### config.mk
export PLATFORM = sky130hd
export DESIGN_NAME = execute_muldiv_unit
export DESIGN_NICKNAME = d
export VERILOG_FILES = /design/src/rtl/execute_muldiv_unit_pkg.sv /design/src/rtl/execute_muldiv_unit_div_step.sv /design/src/rtl/execute_muldiv_unit.sv
export SDC_FILE = /design/constraint.sdc
export NUM_CORES = 2
export LEC_CHECK = 0
export ABC_AREA = 0
export BUFFER_PORTS_ARGS = -buffer_cell sky130_fd_sc_hd__buf_2
export CORE_ASPECT_RATIO = 1.75
export CORE_MARGIN = 3
export CORE_UTILIZATION = 30
export CTS_CLUSTER_DIAMETER = 50
export DETAILED_ROUTE_END_ITERATION = 10
export MAX_ROUTING_LAYER = met4
export PLACE_DENSITY_LB_ADDON = 0.15
export SLEW_MARGIN = 20
export SYNTH_ARGS = -nofsm -noshare
export SYNTH_HDL_FRONTEND = slang
export SYNTH_SLANG_ARGS = --single-unit
### constraint.sdc
create_clock -name clk -period 11.3 [get_ports clk]
set_input_delay 1.695 -clock clk [delete_from_list [all_inputs] [get_ports clk]]
set_output_delay 1.695 -clock clk [all_outputs]
set_load 0.005 [all_outputs]
### src/rtl/execute_muldiv_unit_pkg.sv
// RV32M opcode constants and shared state encoding for the M-extension unit.
package RV32M_Inst_Pkg;

  localparam logic [6:0] RV32M_FUNCT7 = 7'b0000001;

  localparam logic [2:0] RV32M_MUL    = 3'b000;
  localparam logic [2:0] RV32M_MULH   = 3'b001;
  localparam logic [2:0] RV32M_MULHSU = 3'b010;
  localparam logic [2:0] RV32M_MULHU  = 3'b011;
  localparam logic [2:0] RV32M_DIV    = 3'b100;
  localparam logic [2:0] RV32M_DIVU   = 3'b101;
  localparam logic [2:0] RV32M_REM    = 3'b110;
  localparam logic [2:0] RV32M_REMU   = 3'b111;

  typedef enum logic [1:0] {
    MD_IDLE     = 2'd0,
    MD_MUL_ITER = 2'd1,
    MD_DIV_ITER = 2'd2,
    MD_FINISH   = 2'd3
  } muldiv_state_t;

  // rs1 is treated as signed for these ops (MUL low half is sign-agnostic)
  function automatic logic rs1_signed(input logic [2:0] f3);
    return (f3 == RV32M_MULH) || (f3 == RV32M_MULHSU) ||
           (f3 == RV32M_DIV)  || (f3 == RV32M_REM);
  endfunction

  // rs2 is treated as signed for these ops
  function automatic logic rs2_signed(input logic [2:0] f3);
    return (f3 == RV32M_MULH) || (f3 == RV32M_DIV) || (f3 == RV32M_REM);
  endfunction

endpackage

### src/rtl/execute_muldiv_unit_div_step.sv
// Combinational restoring-division step: resolves DIV_BITS_PER_CYCLE
// quotient bits. The dividend is shifted out of quo_i MSB-first while
// quotient bits are shifted in at the LSB.
module muldiv_div_step #(
  parameter int XLEN               = 32,
  parameter int DIV_BITS_PER_CYCLE = 1
) (
  input  logic [XLEN-1:0] rem_i,
  input  logic [XLEN-1:0] quo_i,
  input  logic [XLEN-1:0] divisor_i,
  output logic [XLEN-1:0] rem_o,
  output logic [XLEN-1:0] quo_o
);

  logic [XLEN-1:0] r, q;
  logic [XLEN:0]   tmp, diff;

  // Chain of trial subtractions; a borrow (diff MSB) restores the remainder.
  // The partial remainder stays below the divisor, so XLEN+1 bits suffice.
  always_comb begin
    r    = rem_i;
    q    = quo_i;
    tmp  = '0;
    diff = '0;
    for (int k = 0; k < DIV_BITS_PER_CYCLE; k++) begin
      tmp  = {r, q[XLEN-1]};
      diff = tmp - {1'b0, divisor_i};
      if (!diff[XLEN]) r = diff[XLEN-1:0];
      else             r = tmp[XLEN-1:0];
      q = {q[XLEN-2:0], ~diff[XLEN]};
    end
    rem_o = r;
    quo_o = q;
  end

endmodule

### src/rtl/execute_muldiv_unit.sv
// Multi-cycle RV32M multiply/divide unit. Operates on operand magnitudes
// and applies sign correction in FINISH. Divide-by-zero and signed overflow
// bypass the iterations with precomputed raw results.
module execute_muldiv_unit
  import RV32M_Inst_Pkg::*;
#(
  parameter int XLEN               = 32,
  parameter int MUL_ITERATIVE      = 0,
  parameter int DIV_BITS_PER_CYCLE = 1
) (
  input  logic            clk,
  input  logic            rst,
  input  logic            start,
  input  logic [2:0]      funct3,
  input  logic [XLEN-1:0] operand1,
  input  logic [XLEN-1:0] operand2,
  input  logic            flush,
  output logic            ready,
  output logic            busy,
  output logic            done,
  output logic [XLEN-1:0] result
);

  localparam int DIV_ITERS = XLEN / DIV_BITS_PER_CYCLE;
  localparam int CNT_W     = $clog2(XLEN + 1);
  localparam logic [CNT_W-1:0] MUL_LAST = CNT_W'(XLEN - 1);
  localparam logic [CNT_W-1:0] DIV_LAST = CNT_W'(DIV_ITERS - 1);
  localparam logic [XLEN-1:0]  MOST_NEG = {1'b1, {(XLEN-1){1'b0}}};

  muldiv_state_t     state_q, state_d;
  logic [2:0]        op_q, op_d;
  logic              neg1_q, neg1_d, neg2_q, neg2_d;
  logic              special_q, special_d;
  logic [CNT_W-1:0]  cnt_q, cnt_d;
  // MUL: {partial product, multiplier}; DIV: {remainder, quotient/dividend}
  logic [2*XLEN-1:0] acc_q, acc_d;
  logic [XLEN-1:0]   b_q, b_d;
  logic [XLEN-1:0]   result_q, result_d;
  logic              done_q, done_d;

  // Request decode
  logic            is_div_in, sgn1_in, sgn2_in, neg1_in, neg2_in, div0_in, ovf_in;
  logic [XLEN-1:0] mag1_in, mag2_in;

  assign is_div_in = funct3[2];
  assign sgn1_in   = rs1_signed(funct3);
  assign sgn2_in   = rs2_signed(funct3);
  assign neg1_in   = sgn1_in & operand1[XLEN-1];
  assign neg2_in   = sgn2_in & operand2[XLEN-1];
  assign mag1_in   = neg1_in ? -operand1 : operand1;
  assign mag2_in   = neg2_in ? -operand2 : operand2;
  assign div0_in   = (operand2 == '0);
  assign ovf_in    = sgn1_in & sgn2_in & (operand1 == MOST_NEG) & (operand2 == '1);

  // Radix-2 shift-add step: conditionally add multiplicand, shift right
  logic [XLEN:0]     mul_sum;
  logic [2*XLEN-1:0] mul_step;
  assign mul_sum  = {1'b0, acc_q[2*XLEN-1:XLEN]} + (acc_q[0] ? {1'b0, b_q} : '0);
  assign mul_step = {mul_sum, acc_q[XLEN-1:1]};

  // Division step
  logic [XLEN-1:0] div_rem, div_quo;
  muldiv_div_step #(
    .XLEN               (XLEN),
    .DIV_BITS_PER_CYCLE (DIV_BITS_PER_CYCLE)
  ) u_div_step (
    .rem_i     (acc_q[2*XLEN-1:XLEN]),
    .quo_i     (acc_q[XLEN-1:0]),
    .divisor_i (b_q),
    .rem_o     (div_rem),
    .quo_o     (div_quo)
  );

  // Unsigned product of magnitudes
  logic [2*XLEN-1:0] prod_raw;
  generate
    if (MUL_ITERATIVE != 0) begin : g_mul_iter
      assign prod_raw = acc_q;
    end else begin : g_mul_fast
      assign prod_raw = {{XLEN{1'b0}}, acc_q[XLEN-1:0]} * {{XLEN{1'b0}}, b_q};
    end
  endgenerate

  // Sign correction and half/quotient/remainder selection
  logic [2*XLEN-1:0] prod_s;
  logic [XLEN-1:0]   quo_s, rem_s, fin_res;

  assign prod_s = (neg1_q ^ neg2_q) ? -prod_raw : prod_raw;
  assign quo_s  = (special_q || !(neg1_q ^ neg2_q)) ? acc_q[XLEN-1:0] : -acc_q[XLEN-1:0];
  assign rem_s  = (special_q || !neg1_q) ? acc_q[2*XLEN-1:XLEN] : -acc_q[2*XLEN-1:XLEN];

  // Final result mux keyed by the latched funct3
  always_comb begin
    fin_res = prod_s[XLEN-1:0];
    case (op_q)
      RV32M_MULH, RV32M_MULHSU, RV32M_MULHU: fin_res = prod_s[2*XLEN-1:XLEN];
      RV32M_DIV,  RV32M_DIVU:                fin_res = quo_s;
      RV32M_REM,  RV32M_REMU:                fin_res = rem_s;
      default:                               fin_res = prod_s[XLEN-1:0];
    endcase
  end

  // Next-state logic; flush outranks every non-idle state including FINISH
  always_comb begin
    state_d   = state_q;
    op_d      = op_q;
    neg1_d    = neg1_q;
    neg2_d    = neg2_q;
    special_d = special_q;
    cnt_d     = cnt_q;
    acc_d     = acc_q;
    b_d       = b_q;
    result_d  = result_q;
    done_d    = 1'b0;
    if (state_q != MD_IDLE && flush) begin
      state_d = MD_IDLE;
    end else begin
      case (state_q)
        MD_IDLE: begin
          if (start && !flush) begin
            op_d      = funct3;
            neg1_d    = neg1_in;
            neg2_d    = neg2_in;
            special_d = 1'b0;
            b_d       = mag2_in;
            acc_d     = {{XLEN{1'b0}}, mag1_in};
            if (!is_div_in) begin
              if (MUL_ITERATIVE != 0) begin
                cnt_d   = MUL_LAST;
                state_d = MD_MUL_ITER;
              end else begin
                state_d = MD_FINISH;
              end
            end else if (div0_in) begin
              // quotient all ones, remainder = raw dividend
              special_d = 1'b1;
              acc_d     = {operand1, {XLEN{1'b1}}};
              state_d   = MD_FINISH;
            end else if (ovf_in) begin
              // quotient = raw dividend, remainder 0
              special_d = 1'b1;
              acc_d     = {{XLEN{1'b0}}, operand1};
              state_d   = MD_FINISH;
            end else begin
              cnt_d   = DIV_LAST;
              state_d = MD_DIV_ITER;
            end
          end
        end
        MD_MUL_ITER: begin
          acc_d = mul_step;
          if (cnt_q == '0) state_d = MD_FINISH;
          else             cnt_d   = cnt_q - CNT_W'(1);
        end
        MD_DIV_ITER: begin
          acc_d = {div_rem, div_quo};
          if (cnt_q == '0) state_d = MD_FINISH;
          else             cnt_d   = cnt_q - CNT_W'(1);
        end
        MD_FINISH: begin
          result_d = fin_res;
          done_d   = 1'b1;
          state_d  = MD_IDLE;
        end
        default: state_d = MD_IDLE;
      endcase
    end
  end

  // State registers with asynchronous reset
  always_ff @(posedge clk or posedge rst) begin
    if (rst) begin
      state_q   <= MD_IDLE;
      op_q      <= '0;
      neg1_q    <= 1'b0;
      neg2_q    <= 1'b0;
      special_q <= 1'b0;
      cnt_q     <= '0;
      acc_q     <= '0;
      b_q       <= '0;
      result_q  <= '0;
      done_q    <= 1'b0;
    end else begin
      state_q   <= state_d;
      op_q      <= op_d;
      neg1_q    <= neg1_d;
      neg2_q    <= neg2_d;
      special_q <= special_d;
      cnt_q     <= cnt_d;
      acc_q     <= acc_d;
      b_q       <= b_d;
      result_q  <= result_d;
      done_q    <= done_d;
    end
  end

  assign ready  = (state_q == MD_IDLE);
  assign busy   = ~ready;
  assign done   = done_q;
  assign result = result_q;

endmodule

==> reports/summary.txt <==
================================================================================
Run status                                                          complete, no violations
Final net count                                                             7133
Global placer's final weighted congestion                                 0.9775
Worst clock skew                                                      0.01482 ns
Slew at the pin closest to its max-slew limit                           1.149 ns
Setup Total Neg Slack                                                       0 ns
Cells on worst reg2reg path                                                   27
Remaining routing DRC violations                                               0
Clock root buffer master                                               clkbuf_16
Dominant register cell in the synthesized netlist                        dfrtp_1
Hold Path Origin                                                       result[2]
I/O pin count                                                                106
Post-route ant nets                                                            0
Via count                                                                  42572
Final number of max-transition violations                                      0
Number of detailed-routing iterations run before antenna repair                6
Cell area after synthesis                                            0.04949 mm2
FMAX                                                                   94.31 MHz
Worst flop-to-flop path startpoint                                     acc_q[12]
Number of flops mapped to enable cells by yosys                                0
DPL Wire Length                                                         187.7 mm
Crit Path Category                                                  flop to flop
Number of DRC violations after detailed-routing iteration 0                 2551
Share of the clock period used by the worst path after layout             0.9383
Worst Hold End                                                         result[2]
Area of the die                                                       0.1701 mm2
Type of the most critical hold path                                 flop to flop
CTS tree                                                                    done
Setup repair after global routing missed its margin                           no
Critical path data required time                                        11.70 ns
Worst reg2reg setup slack                                                0.70 ns
Non-Filler Cell Area, Final                                          0.05322 mm2
Total wire length                                                       222.1 mm
Crit. End Element                                                           flop
Instance count along the most critical hold path                               2
Postcts setup bufs                                                             0
Starting density of the core                                              0.3030
Max Root-Sink Buffers                                                          2
Post-cts hold buffer count                                                     0
Commonest non-fill, non-tap cells in the layout                     inv_1 (974), fa_1 (896), nand2_1 (731)
Maximum number of pins on one net before global-route repair                  74
Horizontal die dimension                                                313.0 um
Total number of placement rows                                               196
Post-placement cell area                                             0.05256 mm2
Area of combinational cells with multiple inputs                     0.04087 mm2
Number of global-route vias before repair                                  46657
Synthesized net count                                                       7222
Total of fill cells in the finished design                                 17579
Leading cell type in the layout, fill and taps excluded                    inv_1
Number of port buffers                                                       105
Post-cts resize count                                                          0
Reg2Reg Capture Point                                                 result[28]
Core outline area                                                     0.1633 mm2
Fraction of final layout cells with drive strength greater than 1        0.06596
Final number of hold-violating endpoints                                       0
Clock-pin slew on the worst setup and hold paths                         0.08 ns
Number of levels in the clock H-tree                                           4
Detail-routed via count per cell                                           5.300
Global-route wire length before repair                                  322.5 mm
Worst EP arrival                                                        11.00 ns
Number of register bits inferred by synthesis                                143
Count of final setup violators                                                 0
Global-route usage over all layers                                        0.2697
CTS buffer count                                                              17
Die height                                                              543.3 um
Global route total overflow                                                    0
Post-synth cell types                                                        107
Max-capacitance violation count                                                0
Post-layout min period                                                  10.60 ns
Maximum fanout count along the critical path                                  21
Post-synthesis sequential area ratio                                     0.07231
Worst slew slack as a fraction of its limit                               0.2343
Count of synthesis-stage warnings from yosys                                   0
Routed wire length per instance                                         27.65 um
Layout area overhead                                                      7.542%
Number of antenna violations at the first check in global routing             19
Critical path startpoint category                                           flop
Insertion delay of the later-clocked pin in the worst-skew pair          0.51 ns
Sink Count                                                                   143
Instance count of the mapped netlist                                        5913
Sequential cell area                                                0.003593 mm2
Post-Syn Area per Cell                                                 8.369 um2
Async set or reset register ratio after synthesis                          1.000
================================================================================
[cell families (layout without fill, tap and decap cells)]
kind of cell / count (synthesis) / in the layout / share of synthesized area
and+or+nand+nor: 1959 / 1959 / 0.1962
buffers and inverters: 1346 / 1270 / 0.1029
adders and majority gates: 1242 / 1242 / 0.4497
AOI/OAI and AO/OA: 947 / 947 / 0.1287
xor gates and xnor gates: 241 / 241 / 0.04265
DFF: 143 / 143 / 0.07231
muxes: 35 / 35 / 0.007534
other: 0 / 18 / 0
[registers in the layout, indices dropped and copies added, names as in the netlist]
signal and flops:
op_q 3, neg2_q 1, b_q 32, state_q 2, acc_q 64, neg1_q 1, special_q 1, cnt_q 6
done 1, result 32
[metrics by stage]
stage,utilization,hold slack (ns),setup slack (ns),cells
after global placement,0.3218,0.4591,0.6851,7983
after detailed placement,0.3218,0.4707,0.8810,7983
after global routing,0.3257,0.5070,0.4125,8022
after floorplan,-,0.4726,2.715,5913
final,0.3258,0.4800,0.6972,8033
after CTS,0.3255,0.4901,0.8113,8015
[metal layers]
metal / up-vias / global-route usage / share of wire
li1: 18637 / - / -
met1: 22067 / 0.2485 / 0.32
met2: 1226 / 0.5123 / 0.55
met3: 642 / 0.02228 / 0.029
met4: 0 / 0.2042 / 0.097
met5: - / - / 0
[area by class of cell]
| cell class | instances | area share |
|---|---|---|
| multi-input combinational | 4424 | 0.7680 |
| tap | 2178 | 0.05120 |
| antenna | 18 | 0.0008464 |
| clock buffer | 19 | 0.008511 |
| inverter | 975 | 0.06886 |
| sequential | 143 | 0.06752 |
| timing repair buffer | 263 | 0.03216 |
| clock inverter | 13 | 0.002868 |
[synthesized netlist by cell type, drive strengths merged (105+ instances only)]
cell type,n,area share
fa,896,0.36
and2,537,0.068
clkbuf,311,0.024
dfrtp,143,0.072
xor2,105,0.019
nor2,309,0.024
o21ai,204,0.021
xnor2,136,0.024
nand2,733,0.056
a21oi,229,0.023
inv,975,0.074
ha,342,0.086
[worst max-delay path, stage by stage (launching register included)]
cell and delay [ns]:
dfrtp_1 1.09, buf_4 0.39, and2_1 0.18, fa_1 0.45, fa_1 0.51, fa_1 0.52
inv_1 0.05, fa_1 0.47, inv_1 0.05, fa_1 0.48, fa_1 0.54, fa_1 0.51
inv_1 0.06, fa_1 0.49, inv_1 0.05, ha_1 0.52, a21oi_1 0.16, o211a_1 0.15
o31ai_1 0.61, nand3_1 0.25, and3_1 0.28, xor2_1 0.56, nand4b_1 0.26, and4b_1 0.73
nand4_2 0.40, nor2_1 0.25, a21oi_1 0.10, o32a_1 0.33
[worst max path at each step]
stage                 end  depth (start not counted)  slack, ns  startpoint
2_1_floorplan  result[29]                         33       2.71   acc_q[19]
3_3_place_gp   result[29]                         29       0.69   acc_q[14]
3_5_place_dp   result[29]                         27       0.88   acc_q[12]
4_1_cts        result[29]                         27       0.81   acc_q[12]
5_1_grt        result[28]                         27       0.41   acc_q[12]
6_report       result[28]                         27       0.70   acc_q[12]
Power is left out: the tool's default activity adds up to more than one toggle a clock period on the data nets, which glitch-free logic cannot reach.
